===== src/rtl/muldiv_pkg.sv =====
// Shared definitions for the iterative multiply/divide unit.
package muldiv_pkg;

  localparam int DATA_W_DEF = 32;

  // Operation encodings, equal to funct[1:0] of the MULT/DIV family.
  typedef enum logic [1:0] {
    OP_MULT  = 2'b00,
    OP_MULTU = 2'b01,
    OP_DIV   = 2'b10,
    OP_DIVU  = 2'b11
  } op_e;

  // Control FSM states.
  typedef enum logic [1:0] {
    IDLE = 2'b00,
    CALC = 2'b01,
    FIX  = 2'b10
  } state_e;

endpackage


===== src/rtl/muldiv_step.sv =====
// One radix-2 iteration: add-shift for multiply, restoring subtract-shift for divide.
// Multiply: {acc_hi,acc_lo} is {partial product, remaining multiplier bits}, shifted right.
// Divide:   {acc_hi,acc_lo} is {partial remainder, dividend/quotient bits}, shifted left.
module muldiv_step
  import muldiv_pkg::*;
#(
  parameter int DATA_W = DATA_W_DEF
) (
  input  logic              div_i,
  input  logic [DATA_W-1:0] opnd_i,
  input  logic [DATA_W-1:0] acc_hi_i,
  input  logic [DATA_W-1:0] acc_lo_i,
  output logic [DATA_W-1:0] acc_hi_o,
  output logic [DATA_W-1:0] acc_lo_o
);

  logic [DATA_W:0] sum;
  logic [DATA_W:0] shifted;
  logic [DATA_W:0] diff;

  // Compute both candidate iterations and select by operation class.
  always_comb begin
    sum      = {1'b0, acc_hi_i} + (acc_lo_i[0] ? {1'b0, opnd_i} : '0);
    shifted  = {acc_hi_i, acc_lo_i[DATA_W-1]};
    diff     = shifted - {1'b0, opnd_i};
    acc_hi_o = sum[DATA_W:1];
    acc_lo_o = {sum[0], acc_lo_i[DATA_W-1:1]};
    if (div_i) begin
      // diff[DATA_W] is the borrow: set means the divisor did not fit, so restore.
      if (!diff[DATA_W]) begin
        acc_hi_o = diff[DATA_W-1:0];
        acc_lo_o = {acc_lo_i[DATA_W-2:0], 1'b1};
      end else begin
        acc_hi_o = shifted[DATA_W-1:0];
        acc_lo_o = {acc_lo_i[DATA_W-2:0], 1'b0};
      end
    end
  end

endmodule


===== src/rtl/muldiv_unit.sv =====
// Iterative MULT/MULTU/DIV/DIVU unit owning the architectural HI/LO registers.
//
// state | meaning
// IDLE  | waiting; MTHI/MTLO writes accepted, start launches an operation
// CALC  | one radix-2 iteration per edge on unsigned magnitudes
// FIX   | sign correction / divide-by-zero result, HI/LO written
module muldiv_unit
  import muldiv_pkg::*;
#(
  parameter int DATA_W = DATA_W_DEF
) (
  input  logic              clk,
  input  logic              rst,
  input  logic              start,
  input  logic [1:0]        op,
  input  logic [DATA_W-1:0] src_a,
  input  logic [DATA_W-1:0] src_b,
  input  logic              hi_we,
  input  logic              lo_we,
  input  logic [DATA_W-1:0] wdata,
  output logic [DATA_W-1:0] hi,
  output logic [DATA_W-1:0] lo,
  output logic              busy,
  output logic              done
);

  localparam int CNT_W = $clog2(DATA_W);
  localparam logic [CNT_W-1:0] CNT_LAST = CNT_W'(DATA_W - 1);

  state_e            state_q, state_d;
  logic [CNT_W-1:0]  cnt_q, cnt_d;
  logic              div_q, div_d;
  logic              dz_q, dz_d;
  logic              neg_q, neg_d;
  logic              rem_neg_q, rem_neg_d;
  logic [DATA_W-1:0] opnd_q, opnd_d;
  logic [DATA_W-1:0] acc_hi_q, acc_hi_d;
  logic [DATA_W-1:0] acc_lo_q, acc_lo_d;
  logic [DATA_W-1:0] orig_a_q, orig_a_d;
  logic [DATA_W-1:0] hi_q, hi_d;
  logic [DATA_W-1:0] lo_q, lo_d;
  logic              done_q, done_d;

  logic              signed_op;
  logic              a_neg, b_neg;
  logic [DATA_W-1:0] a_mag, b_mag;
  logic [DATA_W-1:0] step_hi, step_lo;
  logic [2*DATA_W-1:0] prod_mag, prod_fix;

  muldiv_step #(.DATA_W(DATA_W)) u_step (
    .div_i    (div_q),
    .opnd_i   (opnd_q),
    .acc_hi_i (acc_hi_q),
    .acc_lo_i (acc_lo_q),
    .acc_hi_o (step_hi),
    .acc_lo_o (step_lo)
  );

  // Operand magnitudes for the signed ops; the most negative value maps onto itself, which is the correct unsigned magnitude.
  always_comb begin
    signed_op = (op == OP_MULT) || (op == OP_DIV);
    a_neg     = signed_op & src_a[DATA_W-1];
    b_neg     = signed_op & src_b[DATA_W-1];
    a_mag     = a_neg ? -src_a : src_a;
    b_mag     = b_neg ? -src_b : src_b;
    prod_mag  = {acc_hi_q, acc_lo_q};
    prod_fix  = neg_q ? -prod_mag : prod_mag;
  end

  // Next-state and datapath update for the control FSM.
  always_comb begin
    state_d   = state_q;
    cnt_d     = cnt_q;
    div_d     = div_q;
    dz_d      = dz_q;
    neg_d     = neg_q;
    rem_neg_d = rem_neg_q;
    opnd_d    = opnd_q;
    acc_hi_d  = acc_hi_q;
    acc_lo_d  = acc_lo_q;
    orig_a_d  = orig_a_q;
    hi_d      = hi_q;
    lo_d      = lo_q;
    done_d    = 1'b0;
    unique case (state_q)
      IDLE: begin
        if (start) begin
          // Start wins over any MTHI/MTLO write in the same cycle.
          state_d   = CALC;
          cnt_d     = '0;
          div_d     = op[1];
          dz_d      = op[1] && (src_b == '0);
          neg_d     = a_neg ^ b_neg;
          rem_neg_d = a_neg;
          orig_a_d  = src_a;
          acc_hi_d  = '0;
          if (op[1]) begin
            opnd_d   = b_mag;
            acc_lo_d = a_mag;
          end else begin
            opnd_d   = a_mag;
            acc_lo_d = b_mag;
          end
        end else begin
          if (hi_we) hi_d = wdata;
          if (lo_we) lo_d = wdata;
        end
      end
      CALC: begin
        acc_hi_d = step_hi;
        acc_lo_d = step_lo;
        cnt_d    = cnt_q + 1'b1;
        if (cnt_q == CNT_LAST) state_d = FIX;
      end
      FIX: begin
        state_d = IDLE;
        done_d  = 1'b1;
        if (div_q) begin
          if (dz_q) begin
            hi_d = orig_a_q;
            lo_d = '1;
          end else begin
            lo_d = neg_q ? -acc_lo_q : acc_lo_q;
            hi_d = rem_neg_q ? -acc_hi_q : acc_hi_q;
          end
        end else begin
          hi_d = prod_fix[2*DATA_W-1:DATA_W];
          lo_d = prod_fix[DATA_W-1:0];
        end
      end
      default: state_d = IDLE;
    endcase
  end

  // FSM state register.
  always_ff @(posedge clk or posedge rst) begin
    if (rst) state_q <= IDLE;
    else     state_q <= state_d;
  end

  // Datapath, HI/LO and done registers.
  always_ff @(posedge clk or posedge rst) begin
    if (rst) begin
      cnt_q     <= '0;
      div_q     <= 1'b0;
      dz_q      <= 1'b0;
      neg_q     <= 1'b0;
      rem_neg_q <= 1'b0;
      opnd_q    <= '0;
      acc_hi_q  <= '0;
      acc_lo_q  <= '0;
      orig_a_q  <= '0;
      hi_q      <= '0;
      lo_q      <= '0;
      done_q    <= 1'b0;
    end else begin
      cnt_q     <= cnt_d;
      div_q     <= div_d;
      dz_q      <= dz_d;
      neg_q     <= neg_d;
      rem_neg_q <= rem_neg_d;
      opnd_q    <= opnd_d;
      acc_hi_q  <= acc_hi_d;
      acc_lo_q  <= acc_lo_d;
      orig_a_q  <= orig_a_d;
      hi_q      <= hi_d;
      lo_q      <= lo_d;
      done_q    <= done_d;
    end
  end

  assign hi   = hi_q;
  assign lo   = lo_q;
  assign busy = (state_q != IDLE);
  assign done = done_q;

endmodule


===== config.mk =====
export PLATFORM = sky130hd
export DESIGN_NAME = muldiv_unit
export DESIGN_NICKNAME = d
export VERILOG_FILES = /design/src/rtl/muldiv_pkg.sv /design/src/rtl/muldiv_step.sv /design/src/rtl/muldiv_unit.sv
export SDC_FILE = /design/constraint.sdc
export NUM_CORES = 1
export LEC_CHECK = 0
export BUFFER_PORTS_ARGS = -buffer_cell sky130_fd_sc_hd__buf_2
export CORE_MARGIN = 5
export CORE_UTILIZATION = 55
export DETAILED_ROUTE_END_ITERATION = 8
export PLACE_DENSITY = 0.82
export SETUP_SLACK_MARGIN = 0.3
export SYNTH_ARGS = -nofsm -noshare
export SYNTH_HDL_FRONTEND = slang
export SYNTH_SLANG_ARGS = --single-unit
export TNS_END_PERCENT = 50

===== constraint.sdc =====
create_clock -name clk -period 6.1 [get_ports clk]
set_input_delay 0.305 -clock clk [delete_from_list [all_inputs] [get_ports clk]]
set_output_delay 0.305 -clock clk [all_outputs]
set_load 0.1 [all_outputs]

* After elaboration in Yosys (flattened, before gate mapping)
Cells that the tools add are included.
** Cells by class
- Equality and inequality tests :: 9
- Bitwise operators :: 3
- Mux-type cells :: 32
- Add/subtract/negate cells :: 8
- Reduce and logical (&&, ||, !) cells :: 13
** Operator list (count)
- $mux W32 :: 20
- $pmux W32 S2 :: 4
- $neg A32 Y32 :: 4
- $mux W64 :: 1
- $neg A64 Y64 :: 1
- $add A32 B33 Y33 :: 1
- $sub A33 B32 Y33 :: 1
- $logic_not A32 Y1 :: 1
- $ne A2 B2 Y1 const B :: 5
- $pmux W5 S2 :: 1
- $reduce_and A2 Y1 :: 3
- $reduce_and A3 Y1 :: 2
- $reduce_bool A2 Y1 :: 3
- $add A5 B1 Y5 const B :: 1
- $eq A5 B5 Y1 const B :: 1
- $mux W5 :: 1
- $eq A2 B2 Y1 const B :: 2
- $logic_not A2 Y1 :: 2
- $mux W2 :: 2
- $pmux W2 S2 :: 1
- $and A1 B1 Y1 :: 2
- $eq A2 B1 Y1 const B :: 1
- $mux W1 :: 2
- $logic_and A1 B1 Y1 :: 1
- other kinds (2) :: 2
** Word-level totals
- Flip-flop bits (word level) :: 204
- Logic and storage cells :: 78
- Input bits :: 103

* Logic depth before layout (Yosys ltp)
- Depth after elaboration :: 7
- Mapped depth :: 16
- Mapped depth without buffers :: 13

* By module
A second synthesis with hierarchy kept.
** Unflattened totals
- Cells, all modules :: 2265
- Area total of the unflattened synthesis :: 17561.8 um^2
** Modules (own cells, without submodules)
- muldiv_unit :: cells each 1582, area each 12852.3 um^2, instances 1, seq. area each 5104.9 um^2
- muldiv_step :: cells each 683, area each 4709.5 um^2, instances 1, seq. area each 0.0 um^2

* Worst setup path after synthesis
No wires, ideal clock.
- Kind :: register to register
- Start point :: register acc_lo_q[31]
- End point :: register acc_hi_q[1]
- Data arrival time :: 3458 ps
- Period minus slack after synthesis :: 3584 ps
- Setup slack :: 2516 ps
- Setup time :: 126 ps
- Cell stages (with the launch flop) :: 17
- Buffers on the path :: 4
- Cells stage by stage :: dfrtp_1 > clkbuf_1 > inv_1 > ha_1 > fa_1 > nand2b_1 > a21oi_1 > o2111ai_1 > a21oi_1 > a211o_1 > a21o_1 > clkbuf_1 > and2_1 > clkbuf_1 > buf_2 > a21oi_1 > a221o_1
** Between the ends
- Longest elaborated chain between the ends :: 4
** RTL lines
- from (decl) :: line muldiv_unit.sv:38 : logic [DATA_W-1:0] acc_lo_q, acc_lo_d;
- from (signal assigned) :: line muldiv_unit.sv:164 : acc_lo_q <= acc_lo_d;
- $sub A33 B32 Y33 :: line muldiv_step.sv:25 : diff = shifted - {1'b0, opnd_i};
- $mux W32 :: line muldiv_step.sv:30 : if (!diff[DATA_W]) begin
- $mux W32 :: line muldiv_step.sv:28 : if (div_i) begin
- $pmux W32 S2 :: line muldiv_unit.sv:85 : unique case (state_q)
- to (signal assigned) :: line muldiv_unit.sv:163 : acc_hi_q <= acc_hi_d;
- to (decl) :: line muldiv_unit.sv:37 : logic [DATA_W-1:0] acc_hi_q, acc_hi_d;
Every way passes these cells.
A chain may end at the register's enable or synchronous reset.

* Worst setup path in the final report
- Start point :: register acc_lo_q[31]
- End point :: register acc_hi_q[14]
The elaborated chain is that of the path after synthesis.

==> impl_results.html <==
<table>
<tr><th>Metric</th><th>Value</th></tr>
<tr><th colspan="2">Clocking</th></tr>
<tr><td>Cell at the root of the clock tree</td><td>sky130_fd_sc_hd__clkbuf_16</td></tr>
<tr><td>Count of instances resized after the clock tree is built</td><td>0</td></tr>
<tr><td>Clock transition time at the flip-flop clock pins of the worst setup and hold paths</td><td>approximately 60 ps</td></tr>
<tr><td>CTS tree</td><td>yes</td></tr>
<tr><td>TritonCTS Buffers</td><td>25</td></tr>
<tr><td>Maximum level of the CTS H-tree</td><td>1</td></tr>
<tr><td>Clk_lat worst skew</td><td>540 ps</td></tr>
<tr><td>Total setup buffers inserted after CTS</td><td>0</td></tr>
<tr><td># clock sinks</td><td>204</td></tr>
<tr><td>Max clock buf depth</td><td>3</td></tr>
<tr><th colspan="2">Drt</th></tr>
<tr><td>Count of routing violations after the opening detailed-route iteration</td><td>~2100</td></tr>
<tr><td>Vias post-DR</td><td>between 15000 and 20000</td></tr>
<tr><td>Antenna Violating Nets Remaining</td><td>0</td></tr>
<tr><td>Routed wire length</td><td>59600 um</td></tr>
<tr><td>Average wire per standard cell</td><td>about 22 um</td></tr>
<tr><td>DRC errors left</td><td>0</td></tr>
<tr><td>Number of detailed-routing iterations run before antenna repair</td><td>6</td></tr>
<tr><td>Mean number of vias per cell</td><td>roughly 6.5</td></tr>
<tr><th colspan="2">Die</th></tr>
<tr><td>Width of the die</td><td>~190 um</td></tr>
<tr><td>Area enclosed by the die boundary</td><td>34600 um^2</td></tr>
<tr><td>Io pins</td><td>around 170</td></tr>
<tr><td>Chip height</td><td>about 190 um</td></tr>
<tr><td>Starting density of the core</td><td>about 56%</td></tr>
<tr><td>Site Rows</td><td>64</td></tr>
<tr><td>Standard cell core area</td><td>between 30000 and 40000 um^2</td></tr>
<tr><th colspan="2">Global routing</th></tr>
<tr><td>Antenna violations before repair</td><td>2</td></tr>
<tr><td>Number of global-route vias before repair</td><td>15900</td></tr>
<tr><td>Global router's overall resource usage</td><td>~34%</td></tr>
<tr><td>Grt total ovfl</td><td>0</td></tr>
<tr><td>Largest net degree at the start of global routing</td><td>around 140</td></tr>
<tr><td>Global-route wire length before repair</td><td>91500 um</td></tr>
<tr><th colspan="2">Worst setup path</th></tr>
<tr><td>Worst reg2reg path depth</td><td>13</td></tr>
<tr><td>Max FO, Critical Path</td><td>22</td></tr>
<tr><td>Kind of end point of the critical path</td><td>flip-flop</td></tr>
<tr><td>Setup slack, reg-to-reg</td><td>roughly 1600 ps</td></tr>
<tr><td>Crit path top cell by count</td><td>sky130_fd_sc_hd__a21oi_1</td></tr>
<tr><td>Type of the worst setup path</td><td>flip-flop to flip-flop</td></tr>
<tr><td>Peak per-stage delay on the critical path</td><td>around 700 ps</td></tr>
<tr><td>Required arrival time at the worst endpoint</td><td>between 6000 and 7000 ps</td></tr>
<tr><td>Slowest stage cell, crit path</td><td>sky130_fd_sc_hd__dfrtp_1</td></tr>
<tr><td>Kind of start point of the critical path</td><td>flip-flop</td></tr>
<tr><td>Crit path max-delay family</td><td>compound AO/OA/AOI/OAI gates</td></tr>
<tr><td>Sum of buffers and inverters on the critical path</td><td>2</td></tr>
<tr><td>Critical Path, Cell by Cell</td><td>inv_1 &gt; ha_1 &gt; fa_1 &gt; nand2b_1 &gt; a21oi_1 &gt; o2111ai_1 &gt; a21oi_1 &gt; a211o_1 &gt; a21o_1 &gt; and2_1 &gt; buf_4 &gt; mux2i_1 &gt; o221ai_1</td></tr>
<tr><td>Number of logic stages on the critical path including buffering</td><td>13</td></tr>
<tr><td>Critical path arrival</td><td>about 4900 ps</td></tr>
<tr><th colspan="2">Synth</th></tr>
<tr><td>Most used flip-flop cell after synthesis</td><td>sky130_fd_sc_hd__dfrtp_1</td></tr>
<tr><td>Number of instances in the synthesized netlist</td><td>approximately 2200</td></tr>
<tr><td>Post-synth cell types</td><td>86</td></tr>
<tr><td>Yosys warning total</td><td>0</td></tr>
<tr><td>Register bit count reported by yosys</td><td>~200</td></tr>
<tr><td>Area of the mapped netlist</td><td>approximately 17000 um^2</td></tr>
<tr><td>Average cell area after synthesis</td><td>roughly 8 um^2</td></tr>
<tr><td>Post-synth EDFFs</td><td>0</td></tr>
<tr><td>Proportion of synthesized flip-flops having asynchronous set or reset</td><td>between 90% and 100%</td></tr>
<tr><td>Synthesized net count</td><td>~2400</td></tr>
<tr><td>Portion of the post-synthesis area used by sequential elements</td><td>around 30%</td></tr>
<tr><th colspan="2">STA</th></tr>
<tr><td>Count of final hold-check violations</td><td>0</td></tr>
<tr><td>Count of final setup violators</td><td>0</td></tr>
<tr><td>RSZ-0062 raised after global routing</td><td>no</td></tr>
<tr><td>Fmax</td><td>0.220 GHz</td></tr>
<tr><td>Remaining max-slew budget at the tightest pin</td><td>~18%</td></tr>
<tr><td>Worst hold slack</td><td>27.0 ps</td></tr>
<tr><td>Clock skew after layout</td><td>around 16 ps</td></tr>
<tr><td>Crit share post-route</td><td>74.6%</td></tr>
<tr><td>Aggregate negative setup slack</td><td>0 ps</td></tr>
<tr><td>Period minus WS final</td><td>~4500 ps</td></tr>
<tr><td>Transition time at the pin with the least slew margin</td><td>1230 ps</td></tr>
<tr><td>Count of pins over their slew limit</td><td>0</td></tr>
<tr><th colspan="2">Power</th></tr>
<tr><td>NetSw</td><td>0.00734 W</td></tr>
<tr><td>Leakage Power</td><td>~8 nW</td></tr>
<tr><td>Internal portion of total power</td><td>0.00580 W</td></tr>
<tr><td>Power share of the combinational group</td><td>about 66%</td></tr>
<tr><td>Relative contribution of the clock network to total power</td><td>between 10% and 20%</td></tr>
<tr><td>Register share of total power</td><td>a little under a quarter</td></tr>
<tr><td>VDD IR-drop max</td><td>~490 uV</td></tr>
<tr><td>Power density over the cells</td><td>about 700 nW/um^2</td></tr>
<tr><td>Total power consumption of the routed design</td><td>0.0131 W</td></tr>
<tr><td>Switching share of total power</td><td>55.9%</td></tr>
<tr><th colspan="2">Placed design</th></tr>
<tr><td>Post-detailed-placement half-perimeter wirelength</td><td>around 45000 um</td></tr>
<tr><td>Final weighted congestion in routability-driven placement</td><td>just over 1</td></tr>
<tr><td>Count of input and output buffers</td><td>168</td></tr>
<tr><th colspan="2">Cells and area</th></tr>
<tr><td>Area Overhead vs Synth</td><td>10.0%</td></tr>
<tr><td>Fillers</td><td>~2800</td></tr>
<tr><td>Final core utilization</td><td>61.3%</td></tr>
<tr><td>Area of combinational cells with multiple inputs</td><td>11000 um^2</td></tr>
<tr><td>Share of post-route cells with drive strength above 1</td><td>around an eighth</td></tr>
<tr><td>Area taken by flip-flops and latches</td><td>roughly 5100 um^2</td></tr>
<tr><td>Nets@finish</td><td>approximately 2400</td></tr>
<tr><td>Total inserted antenna cells</td><td>0</td></tr>
<tr><th colspan="2">Flow run</th></tr>
<tr><td>Max-cap violation count</td><td>0</td></tr>
<tr><th colspan="2">Hold path</th></tr>
<tr><td>Instance count along the most critical hold path</td><td>3</td></tr>
<tr><td>Type of the worst min-delay path</td><td>primary input to flip-flop</td></tr>
<tr><th colspan="2">Run status</th></tr>
<tr><td>Status</td><td>completed</td></tr>
</table>
==> worst paths after layout <==
kind	start	to
min in group asynchronous	rst	lo[15]
min	src_a[21]	orig_a_q[21]
min reg2reg	orig_a_q[31]	orig_a_q[31]
max in group asynchronous	rst	acc_hi_q[10]
max reg2reg	acc_lo_q[31]	acc_hi_q[14]
max	acc_lo_q[31]	acc_hi_q[14]
==> cell usage after synthesis, types with 16 or more instances <==
| master | number | area share (%) |
|---|---|---|
| sky130_fd_sc_hd__nand2b_1 | 19 | 0.70 |
| sky130_fd_sc_hd__nor2_1 | 169 | 3.7 |
| sky130_fd_sc_hd__a22oi_1 | 22 | 0.97 |
| sky130_fd_sc_hd__mux2i_1 | 74 | 4.3 |
| sky130_fd_sc_hd__a31oi_1 | 23 | 0.84 |
| sky130_fd_sc_hd__ha_1 | 70 | 5.1 |
| sky130_fd_sc_hd__a21oi_1 | 158 | 4.6 |
| sky130_fd_sc_hd__buf_1 | 19 | 0.42 |
| sky130_fd_sc_hd__o22ai_1 | 44 | 1.6 |
| sky130_fd_sc_hd__a211oi_1 | 54 | 2.4 |
| sky130_fd_sc_hd__or3_1 | 16 | 0.59 |
| sky130_fd_sc_hd__o21ai_0 | 223 | 6.5 |
| sky130_fd_sc_hd__nand2_1 | 321 | 7.1 |
| sky130_fd_sc_hd__xor2_1 | 49 | 2.5 |
| sky130_fd_sc_hd__nand3_1 | 21 | 0.62 |
| sky130_fd_sc_hd__nor3_1 | 35 | 1.0 |
| sky130_fd_sc_hd__inv_1 | 81 | 1.8 |
| sky130_fd_sc_hd__clkbuf_1 | 123 | 2.7 |
| sky130_fd_sc_hd__nand4_1 | 18 | 0.66 |
| sky130_fd_sc_hd__o211ai_1 | 29 | 1.3 |
| sky130_fd_sc_hd__o31ai_1 | 28 | 1.2 |
| sky130_fd_sc_hd__a21o_1 | 28 | 1.2 |
| sky130_fd_sc_hd__dfrtp_1 | 204 | 30 |
| sky130_fd_sc_hd__xnor2_1 | 129 | 6.6 |
==> cells in the final DEF (no fill, tap or decap), types with 22 or more instances in the layout <==
cell type,Yosys,routed
sky130_fd_sc_hd__inv_1,81,80
sky130_fd_sc_hd__clkbuf_16,0,25
sky130_fd_sc_hd__o31ai_1,28,28
sky130_fd_sc_hd__a22oi_1,22,22
sky130_fd_sc_hd__buf_2,5,168
sky130_fd_sc_hd__nor2_1,169,168
sky130_fd_sc_hd__nand2_1,321,320
sky130_fd_sc_hd__o21ai_0,223,223
sky130_fd_sc_hd__a31oi_1,23,23
sky130_fd_sc_hd__a21o_1,28,28
sky130_fd_sc_hd__xor2_1,49,49
sky130_fd_sc_hd__nor3_1,35,35
sky130_fd_sc_hd__o211ai_1,29,29
sky130_fd_sc_hd__a211oi_1,54,54
sky130_fd_sc_hd__a21oi_1,158,158
sky130_fd_sc_hd__xnor2_1,129,129
sky130_fd_sc_hd__dfrtp_1,204,202
sky130_fd_sc_hd__mux2i_1,74,74
sky130_fd_sc_hd__ha_1,70,70
sky130_fd_sc_hd__o22ai_1,44,44
==> power groups by stage <==
stage	registers (W)	logic (W)	clock network [W]
floorplan	0.00403	0.00539	0
global placement	0.00297	0.00829	0
detailed placement	0.00301	0.00844	0
CTS	0.00299	0.00847	0.00149
global route	0.00310	0.00929	0.00155
finish	0.00304	0.00860	0.00149
==> state kept, by name (all words and copies together), names as in the netlist <==
| signal | count |
|---|---|
| rem_neg_q | 1 |
| opnd_q | 32 |
| hi | 32 |
| orig_a_q | 32 |
| dz_q | 1 |
| neg_q | 1 |
| done | 1 |
| acc_lo_q | 32 |
| state_q | 2 |
| lo | 32 |
| acc_hi_q | 32 |
| cnt_q | 5 |
| div_q | 1 |
==> cell families (layout without fill, tap and decap cells) <==
family	Yosys count	in the layout	synth area share [%]
buffers and inverters	240	316	5.69
xor gates and xnor gates	178	178	9.14
AOI/OAI and AO/OA	723	723	26.5
DFF	204	204	29.9
and+or+nand+nor	700	700	18.8
adders and majority gates	72	72	5.37
muxes	77	77	4.54
==> final cells by class <==
cell class,count,share of cell area (%)
multi-input combinational,1750,58.7
sequential,204,27.2
timing repair buffer,188,5.36
clock buffer,36,3.87
tap,396,2.64
inverter,82,1.66
clock inverter,10,0.493
==> repair_timing <==
| item | in CTS | in global routing |
|---|---|---|
| endpoints found under the setup margin | 0 | 0 |
| hold buffers | 1 | 0 |
| hold endpoints to repair | 4 | 0 |
==> routing by layer <==
| layer | track usage [%] | vias to the layer above | share of wire, % |
|---|---|---|---|
| met5 | 0 | - | 0 |
| met4 | 9.47 | 0 | 3.3 |
| li1 | - | 8003 | - |
| met3 | 8.95 | 108 | 11 |
| met1 | 47.7 | 8235 | 42 |
| met2 | 50.9 | 948 | 43 |
==> per-stage QoR <==
| step | setup slack [ps] | cell area [um^2] | instances |
|---|---|---|---|
| 4_1_cts | 1600 | 18800 | 2666 |
| 3_5_place_dp | 1600 | 17900 | 2619 |
| 3_3_place_gp | 1790 | 17900 | 2619 |
| 2_1_floorplan | 2520 | 17100 | 2194 |
| 5_1_grt | 1310 | 18800 | 2666 |
| 6_report | 1550 | 18800 | 2666 |
==> tightest hold or removal path, stage by stage <==
cell                      delay, ps
sky130_fd_sc_hd__buf_2          110
sky130_fd_sc_hd__nand2_1         60
sky130_fd_sc_hd__nand2_1         50
Note: power is estimated with default switching activity, not from simulation.
